--- config.mk ---
export PLATFORM = sky130hd
export DESIGN_NAME = alu_bank_responder
export DESIGN_NICKNAME = d
export VERILOG_FILES = /design/src/rtl/alu_pkg.sv /design/src/rtl/alu_bank.sv /design/src/rtl/alu_bank_responder.sv
export SDC_FILE = /design/constraint.sdc
export NUM_CORES = 2
export LEC_CHECK = 0
export BUFFER_PORTS_ARGS = -buffer_cell sky130_fd_sc_hd__buf_2
export CAP_MARGIN = 20
export CORE_ASPECT_RATIO = 1.75
export CORE_MARGIN = 2
export CORE_UTILIZATION = 44
export CTS_CLUSTER_DIAMETER = 200
export DETAILED_ROUTE_END_ITERATION = 7
export REMOVE_ABC_BUFFERS = 1
export SLEW_MARGIN = 10
export SYNTH_ARGS = -nofsm -noshare
export SYNTH_HDL_FRONTEND = slang
export SYNTH_SLANG_ARGS = --single-unit
export TNS_END_PERCENT = 5
--- constraint.sdc ---
create_clock -name clock -period 11.5 [get_ports clock]
set_input_delay 0.575 -clock clock [delete_from_list [all_inputs] [get_ports clock]]
set_output_delay 0.575 -clock clock [all_outputs]
set_load 0.03 [all_outputs]
--- src/rtl/alu_pkg.sv ---
`default_nettype none
// ============================================================================
//  Module      : alu_pkg
//  Description : Shared types for the four-bank ALU responder. Holds the
//                command and response encodings, the per-bank input and
//                output packet structs, the bank FSM state encoding and the
//                datapath width.
//  Revision    : 1.0 - initial release
// ============================================================================
package alu_pkg;

  localparam int DATA_WIDTH = 32;

  typedef enum logic [1:0] {
    NO_COMMAND = 2'd0,
    ADD        = 2'd1,
    SUBTRACT   = 2'd2,
    SHIFT_LEFT = 2'd3
  } command_names_t;

  typedef enum logic [1:0] {
    NO_RESPONSE = 2'd0,
    SUCCESS     = 2'd1,
    OVERFLOW    = 2'd2,
    ERROR       = 2'd3
  } response_names_t;

  typedef struct packed {
    command_names_t          command;
    logic [DATA_WIDTH-1:0]   data1;
    logic [DATA_WIDTH-1:0]   data2;
  } input_packet_t;

  typedef struct packed {
    logic [DATA_WIDTH-1:0]   data;
    response_names_t         response;
  } output_packet_t;

  typedef enum logic [1:0] {
    IDLE    = 2'd0,
    EXECUTE = 2'd1,
    RESPOND = 2'd2
  } bank_state_t;

endpackage
`default_nettype wire

--- src/rtl/alu_bank.sv ---
`default_nettype none
// ============================================================================
//  Module      : alu_bank
//  Description : One independent ALU bank. Accepts a command in IDLE,
//                counts down the command latency in EXECUTE, registers the
//                result, then emits a one-cycle response pulse in RESPOND.
//  Ports       : clock         - posedge clock
//                reset         - asynchronous, active-low
//                input_packet  - command, data1, data2 (sampled in IDLE only)
//                output_packet - registered result data and response
//  Revision    : 1.0 - initial release
// ============================================================================
module alu_bank
  import alu_pkg::*;
#(
  parameter int ADD_LATENCY   = 2,
  parameter int SUB_LATENCY   = 2,
  parameter int SHIFT_LATENCY = 4
) (
  input  logic           clock,
  input  logic           reset,
  input  input_packet_t  input_packet,
  output output_packet_t output_packet
);

  bank_state_t           state;
  command_names_t        cmd;
  logic [DATA_WIDTH-1:0] op_a;
  logic [DATA_WIDTH-1:0] op_b;
  logic [3:0]            count;

  logic [DATA_WIDTH:0]   sum;
  logic [DATA_WIDTH-1:0] res_data;
  response_names_t       res_resp;

  // Counter preload: latency-1 so that a result lands exactly L edges
  // after acceptance.
  function automatic logic [3:0] load_count(input command_names_t c);
    case (c)
      ADD:        load_count = 4'(ADD_LATENCY - 1);
      SUBTRACT:   load_count = 4'(SUB_LATENCY - 1);
      SHIFT_LEFT: load_count = 4'(SHIFT_LATENCY - 1);
      default:    load_count = 4'd0;
    endcase
  endfunction

  // Result is computed from the captured operands only, so input changes
  // after acceptance cannot disturb it.
  always_comb begin
    sum      = {1'b0, op_a} + {1'b0, op_b};
    res_data = '0;
    res_resp = ERROR;
    case (cmd)
      ADD: begin
        res_data = sum[DATA_WIDTH-1:0];
        res_resp = sum[DATA_WIDTH] ? OVERFLOW : SUCCESS;
      end
      SUBTRACT: begin
        res_data = op_a - op_b;
        res_resp = (op_a < op_b) ? OVERFLOW : SUCCESS;
      end
      SHIFT_LEFT: begin
        // Shift amounts of 32 or more are rejected rather than wrapped.
        if (|op_b[DATA_WIDTH-1:5]) begin
          res_data = '0;
          res_resp = ERROR;
        end else begin
          res_data = op_a << op_b[4:0];
          res_resp = SUCCESS;
        end
      end
      default: begin
        res_data = '0;
        res_resp = ERROR;
      end
    endcase
  end

  always_ff @(posedge clock or negedge reset) begin
    if (!reset) begin
      state                  <= IDLE;
      cmd                    <= NO_COMMAND;
      op_a                   <= '0;
      op_b                   <= '0;
      count                  <= 4'd0;
      output_packet.data     <= '0;
      output_packet.response <= NO_RESPONSE;
    end else begin
      case (state)
        IDLE: begin
          if (input_packet.command != NO_COMMAND) begin
            cmd   <= input_packet.command;
            op_a  <= input_packet.data1;
            op_b  <= input_packet.data2;
            count <= load_count(input_packet.command);
            state <= EXECUTE;
          end
        end
        EXECUTE: begin
          if (count == 4'd0) begin
            output_packet.data     <= res_data;
            output_packet.response <= res_resp;
            state                  <= RESPOND;
          end else begin
            count <= count - 4'd1;
          end
        end
        RESPOND: begin
          // Data is held; only the response pulse is retired.
          output_packet.response <= NO_RESPONSE;
          state                  <= IDLE;
        end
        default: state <= IDLE;
      endcase
    end
  end

endmodule
`default_nettype wire

--- src/rtl/alu_bank_responder.sv ---
`default_nettype none
// ============================================================================
//  Module      : alu_bank_responder
//  Description : Responder for the four-bank ALU packet interface. Wiring
//                only: one alu_bank per bank, fully independent.
//  Ports       : clock         - posedge clock
//                reset         - asynchronous, active-low
//                input_packet  - per-bank command packets
//                output_packet - per-bank registered result packets
//  Revision    : 1.0 - initial release
// ============================================================================
module alu_bank_responder
  import alu_pkg::*;
#(
  parameter int NUM_BANKS     = 4,
  parameter int ADD_LATENCY   = 2,
  parameter int SUB_LATENCY   = 2,
  parameter int SHIFT_LATENCY = 4
) (
  input  logic                           clock,
  input  logic                           reset,
  input  input_packet_t  [NUM_BANKS-1:0] input_packet,
  output output_packet_t [NUM_BANKS-1:0] output_packet
);

  for (genvar i = 0; i < NUM_BANKS; i++) begin : g_bank
    alu_bank #(
      .ADD_LATENCY   (ADD_LATENCY),
      .SUB_LATENCY   (SUB_LATENCY),
      .SHIFT_LATENCY (SHIFT_LATENCY)
    ) u_bank (
      .clock         (clock),
      .reset         (reset),
      .input_packet  (input_packet[i]),
      .output_packet (output_packet[i])
    );
  end

endmodule
`default_nettype wire

Word level (Yosys, flattened, before mapping)
Cells that the tools add are included.
{"block": "classes", "addsub": 12, "n_lt_le_gt_ge": 4, "eq_ne": 44, "shift": 4, "n_mux": 60, "reduce_logical": 48}
{"op": "32-bit case mux with 3 select lines", "count": 4}
{"op": "32-bit by 32-bit adder with 33-bit output", "count": 4}
{"op": "32-bit less-than comparator", "count": 4}
{"op": "32-bit two-way mux", "count": 4}
{"op": "32-bit by 5-bit << shifter with 32-bit output", "count": 4}
{"op": "32-bit subtractor", "count": 4}
{"op": "27-bit OR reduction", "count": 4}
{"op": "2-bit two-way mux", "count": 24}
{"op": "2-bit case mux with 2 select lines", "count": 12}
{"op": "2-bit equality test, second input constant", "count": 20}
{"op": "4-bit two-way mux", "count": 8}
{"op": "4-bit case mux with 2 select lines", "count": 4}
{"op": "2-bit AND reduction", "count": 16}
{"op": "2-bit by 1-bit equality test with 1-bit output, second input constant", "count": 12}
{"op": "2-bit case mux with 3 select lines", "count": 4}
{"op": "2-bit nonzero test", "count": 12}
{"op": "4-bit logical NOT", "count": 4}
{"op": "2-bit by 1-bit inequality test with 1-bit output, second input constant", "count": 8}
{"op": "4-bit by 1-bit subtractor with 4-bit output, second input constant", "count": 4}
{"op": "3-bit AND reduction", "count": 4}
{"op": "2-bit logical NOT", "count": 4}
{"op": "2-bit inequality test, second input constant", "count": 4}
{"op": "2-bit OR reduction", "count": 4}
{"block": "word_totals", "ff_bits": 424, "inputBits": 266, "out_inout_bits": 136, "wordCells": 200}

Depth between registers and ports, before layout
{"block": "logic_depth", "word_depth": 5, "mapped_depth": 15}

By module
From an unflattened synthesis, not the netlist that was laid out.
{"block": "unflattened", "hier_cells": 4643, "area_unflattened_um2": 38296.7}
{"module": "alu_bank (g_bank[2].u_bank ...)", "instances": 2, "cells_per_inst": 1165, "area_per_inst_um2": 9603.0, "seq_area_each_um2": 2652.5}
{"module": "alu_bank (g_bank[1].u_bank)", "instances": 1, "cells_per_inst": 1170, "area_per_inst_um2": 9572.9, "seq_area_each_um2": 2652.5}
{"module": "alu_bank (g_bank[0].u_bank)", "instances": 1, "cells_per_inst": 1143, "area_per_inst_um2": 9517.9, "seq_area_each_um2": 2652.5}

Least setup slack after synthesis
No wires, ideal clock.
{"block": "synth_timing", "path_type": "reg2reg", "startpoint": "register g_bank[0].u_bank.op_b[2]", "endpoint": "register, netlist name g_bank[0].u_bank.output_packet[0]", "arrival_time_ns": 3.989, "slack_ns": 7.390, "stages_incl_launch_ff": 16, "path_cell_list": "dfrtp_1 inv_1 clkbuf_1 clkbuf_1 clkbuf_1 ha_1 nand2b_1 a221oi_1 nor3_1 o221a_2 a31o_2 o41ai_4 a221oi_1 o41ai_1 a21oi_1 a32o_1"}
{"block": "synth_via", "elab_chain_len": 5}
{"item": "from (decl)", "line": "alu_bank.sv:29", "rtl": "logic [DATA_WIDTH-1:0] op_b;"}
{"item": "from (signal assigned)", "line": "alu_bank.sv:94", "rtl": "op_b <= input_packet.data2;"}
{"item": "32-bit by 32-bit adder with 33-bit output or 32-bit less-than comparator (tied branches)", "line": "alu_bank.sv:50, alu_bank.sv:60"}
{"item": "2-bit two-way mux (on tied branches)", "line": "alu_bank.sv:56, alu_bank.sv:60"}
{"item": "2-bit case mux with 3 select lines *", "line": "alu_bank.sv:53", "rtl": "case (cmd)"}
{"item": "2-bit two-way mux *", "line": "alu_bank.sv:100", "rtl": "if (count == 4'd0) begin"}
{"item": "2-bit case mux with 2 select lines *", "line": "alu_bank.sv:89", "rtl": "case (state)"}
Every way passes the cells marked *; elsewhere a longest branch is shown, timed or not. The select of a mux whose other input is x is not followed.
A chain may end at the register's enable or synchronous reset.

Worst setup path after layout
{"block": "layout_timing", "startpoint": "register g_bank[1].u_bank.op_b[2]", "endpoint": "register, netlist name g_bank[1].u_bank.output_packet[1]"}
{"block": "layout_via", "elab_chain_len": 5}
{"item": "from (decl)", "line": "alu_bank.sv:29"}
{"item": "from (signal assigned)", "line": "alu_bank.sv:94"}
{"item": "32-bit by 32-bit adder with 33-bit output or 32-bit less-than comparator (tied branches)", "line": "alu_bank.sv:50, alu_bank.sv:60"}
{"item": "2-bit two-way mux (on tied branches)", "line": "alu_bank.sv:56, alu_bank.sv:60"}
{"item": "2-bit case mux with 3 select lines *", "line": "alu_bank.sv:53"}
{"item": "2-bit two-way mux *", "line": "alu_bank.sv:100"}
{"item": "2-bit case mux with 2 select lines *", "line": "alu_bank.sv:89"}
Marks and branches as above.

==> run_results.csv <==
group,metric,value,unit
route,drt_pass1_iterations,8,
route,drc,0,
worst_setup_path,critPathRequiredTime,12.06,ns
timing,skew,0.0225,ns
worst_setup_path,worstSetupPathType,"reg -> reg",
clock_network,ctsHoldBuffers,1,
clock_network,root_buffer,"clkbuf_16",
timing,setup_viol,0,
layout,area_growth,12.0,%
synthesis,netlist_area,37300,sq um
layout,nets,5285,
floorplan,dieHeight,389,um
worst_setup_path,r2r_slack,6.70,ns
synthesis,synth_top_cell_by_area,"dfrtp_1",
timing,finalSetupTns,0,ns
clock_network,cts_sinks,424,
outcome,run_status,"finished, final reports clean",
synthesis,syn-instance-count,4526,
global_routing,antenna_found_initial,12,
route,viasPerCell,6.25,
synthesis,async_flop_share,100,%
worst_setup_path,r2r_end,"g_bank[1].u_bank.output_packet[1]",
route,wl,152000,um
worst_setup_path,arrival,5.36,ns
synthesis,synth_edf_count,0,
placement,dp_hpwl,119000,um
synthesis,ys_seq_area_share,28.5,%
timing,max-slew-margin-rel,15.0,%
placement,port_buffers,401,
clock_network,numCtsBuffers,48,
layout,drive_gt1_share,17.0,%
synthesis,yosys-top-cells-area,"dfrtp_1, ha_1, o21ai_0, a21oi_1, nand2_1",
floorplan,start_util,44.3,%
worst_hold_path,whs_path_depth,3,
timing,worst_slew_pin_slew,1.26,ns
job,maxCapViolCount,0,
clock_network,cts_resized,0,
route,via_count,36600,
placement,placedCellCount,5764,
synthesis,synthFlopType,"dfrtp_1",
worst_setup_path,regToRegStartpoint,"g_bank[1].u_bank.op_b[2]",
timing,maxSlewViolCount,0,
layout,fin_cells,5855,
worst_setup_path,critPathLaunch,"g_bank[1].u_bank.op_b[2]",
floorplan,rows,141,
global_routing,grt_pass1_wl,228000,um
synthesis,yosysWarnings,0,
clock_network,post_cts_buffers,0,
floorplan,die_width,224,um
clock_network,cts.clk_slew.worst_paths,0.07,ns
floorplan,core_area,84200,sq um
clock_network,insertion_delay,0.64,ns
floorplan,die_area,87100,sq um
global_routing,grtUsageTotal,34.2,%
global_routing,grt_start_max_net_pins,142,
synthesis,ys_seq_elements,424,
worst_hold_path,min_path_type,"in -> reg",
global_routing,grt_pass1_vias,36400,
worst_hold_path,min_to,"g_bank[1].u_bank.op_b[31]",
clock_network,cts_tree,"done",
worst_setup_path,path_max_fanout,28,
route,detail-route-antenna-nets,0,
synthesis,synth_area_per_cell,8.23,sq um
timing,grt_setup_unrepaired,"false",
synthesis,yosysMostFrequentCell,"nand2_1",
timing,post-route-period-util,41.7,%
synthesis,synth_top_cells_by_count,"nand2_1, dfrtp_1, o21ai_0",
synthesis,ys_types,92,
route,routedWlPerCell,26.0,um
timing,fin_crit,4.80,ns
clock_network,cts_max_level,2,
timing,max_freq,0.208,GHz
placement,place.gp.congestion,1.02,
worst_setup_path,end_kind,"flop",
worst_hold_path,worstHoldStart,"input_packet[97]",
synthesis,synth_top_area_share,28.5,%
clock_network,cts.path.max_buffers,3,
global_routing,overflow,0,
route,drtIter0Drc,2767,
timing,hold_viol_final,0,
worst_setup_path,worst_setup_path_start_kind,"flop",
floorplan,ios,402,
worst_setup_path,r2r_cells,12,
timing,whs,0.139,ns
-- worst max-delay path, cell delays in order, from the launching register on --
cell	delay, ns
dfrtp_1	0.98
inv_2	0.49
ha_1	0.47
nand2b_1	0.18
a221oi_1	0.40
o41ai_1	0.16
o211a_1	0.28
a2111oi_0	0.56
a211oi_1	0.27
o32a_1	0.42
nor2b_1	0.14
o21ai_1	0.18
a2bb2oi_1	0.18
-- routing by layer --
metal	vias to the layer above	track usage [%]	routed length [um]
met1	17800	37.8	56100
met4	16	21.3	11000
met5	-	0	98
met2	1468	61.2	76500
met3	443	5.07	8610
li1	16900	-	-
-- flip-flops by register name (all words and copies together) (netlist names) --
name / cells
g_bank.u_bank.op_a: 128
g_bank.u_bank.state: 8
g_bank.u_bank.cmd: 8
g_bank.u_bank.output_packet: 136
g_bank.u_bank.count: 16
g_bank.u_bank.op_b: 128
-- cells by family (layout without fill, tap and decap cells) --
kind of cell | after synthesis | after routing | synth area share (%)
XOR/XNOR | 146 | 146 | 3.43
flip-flops | 424 | 424 | 28.5
AO/OA/AOI/OAI | 1461 | 1461 | 25.2
buffers and inverters | 562 | 817 | 5.84
other | 0 | 2 | 0
AND/OR/NAND/NOR | 1310 | 1310 | 15.9
multiplexers | 347 | 347 | 11.7
adder cells (fa/ha/maj) | 276 | 276 | 9.43
-- stage by stage --
step	utilization [%]	setup slack, ns	cell area (sq um)
floorplan	-	4.88	36100
global placement	47.5	6.88	39900
detailed placement	47.5	6.72	39900
CTS	49.6	6.68	41700
global route	49.6	6.38	41700
finish	49.6	6.70	41700
-- cells in the final DEF, fill, tap and decap left out, types with 85 or more instances in the layout --
cell     synthesis  final
mux2i_1        138    138
ha_1           268    268
a21oi_1        387    387
mux2_2         153    153
nor3_1          88     85
inv_1          264    264
buf_2           32    400
o21ai_0        414    414
xnor2_1        126    126
nand2_1        503    503
dfrtp_1        424    420
nor2_1         366    365
-- worst max path at each step --
stage                                         endpoint  slack [ns]
detailed placement   g_bank[1].u_bank.output_packet[1]        6.72
global placement    g_bank[2].u_bank.output_packet[32]        6.88
global route        g_bank[1].u_bank.output_packet[32]        6.38
floorplan                    g_bank[2].u_bank.op_a[10]        4.88
CTS                  g_bank[1].u_bank.output_packet[1]        6.68
finish               g_bank[1].u_bank.output_packet[1]        6.70
-- area by class of cell --
class	instances	area, sq um
clock inverter	32	464
multi-input combinational	3540	24500
tap	1072	1340
antenna	2	5.00
timing repair buffer	457	2450
sequential	424	10600
clock buffer	56	1300
fill	8418	42400
inverter	272	1020
Power is left out: the tool's default activity adds up to more than one toggle a clock period on the data nets, which glitch-free logic cannot reach.
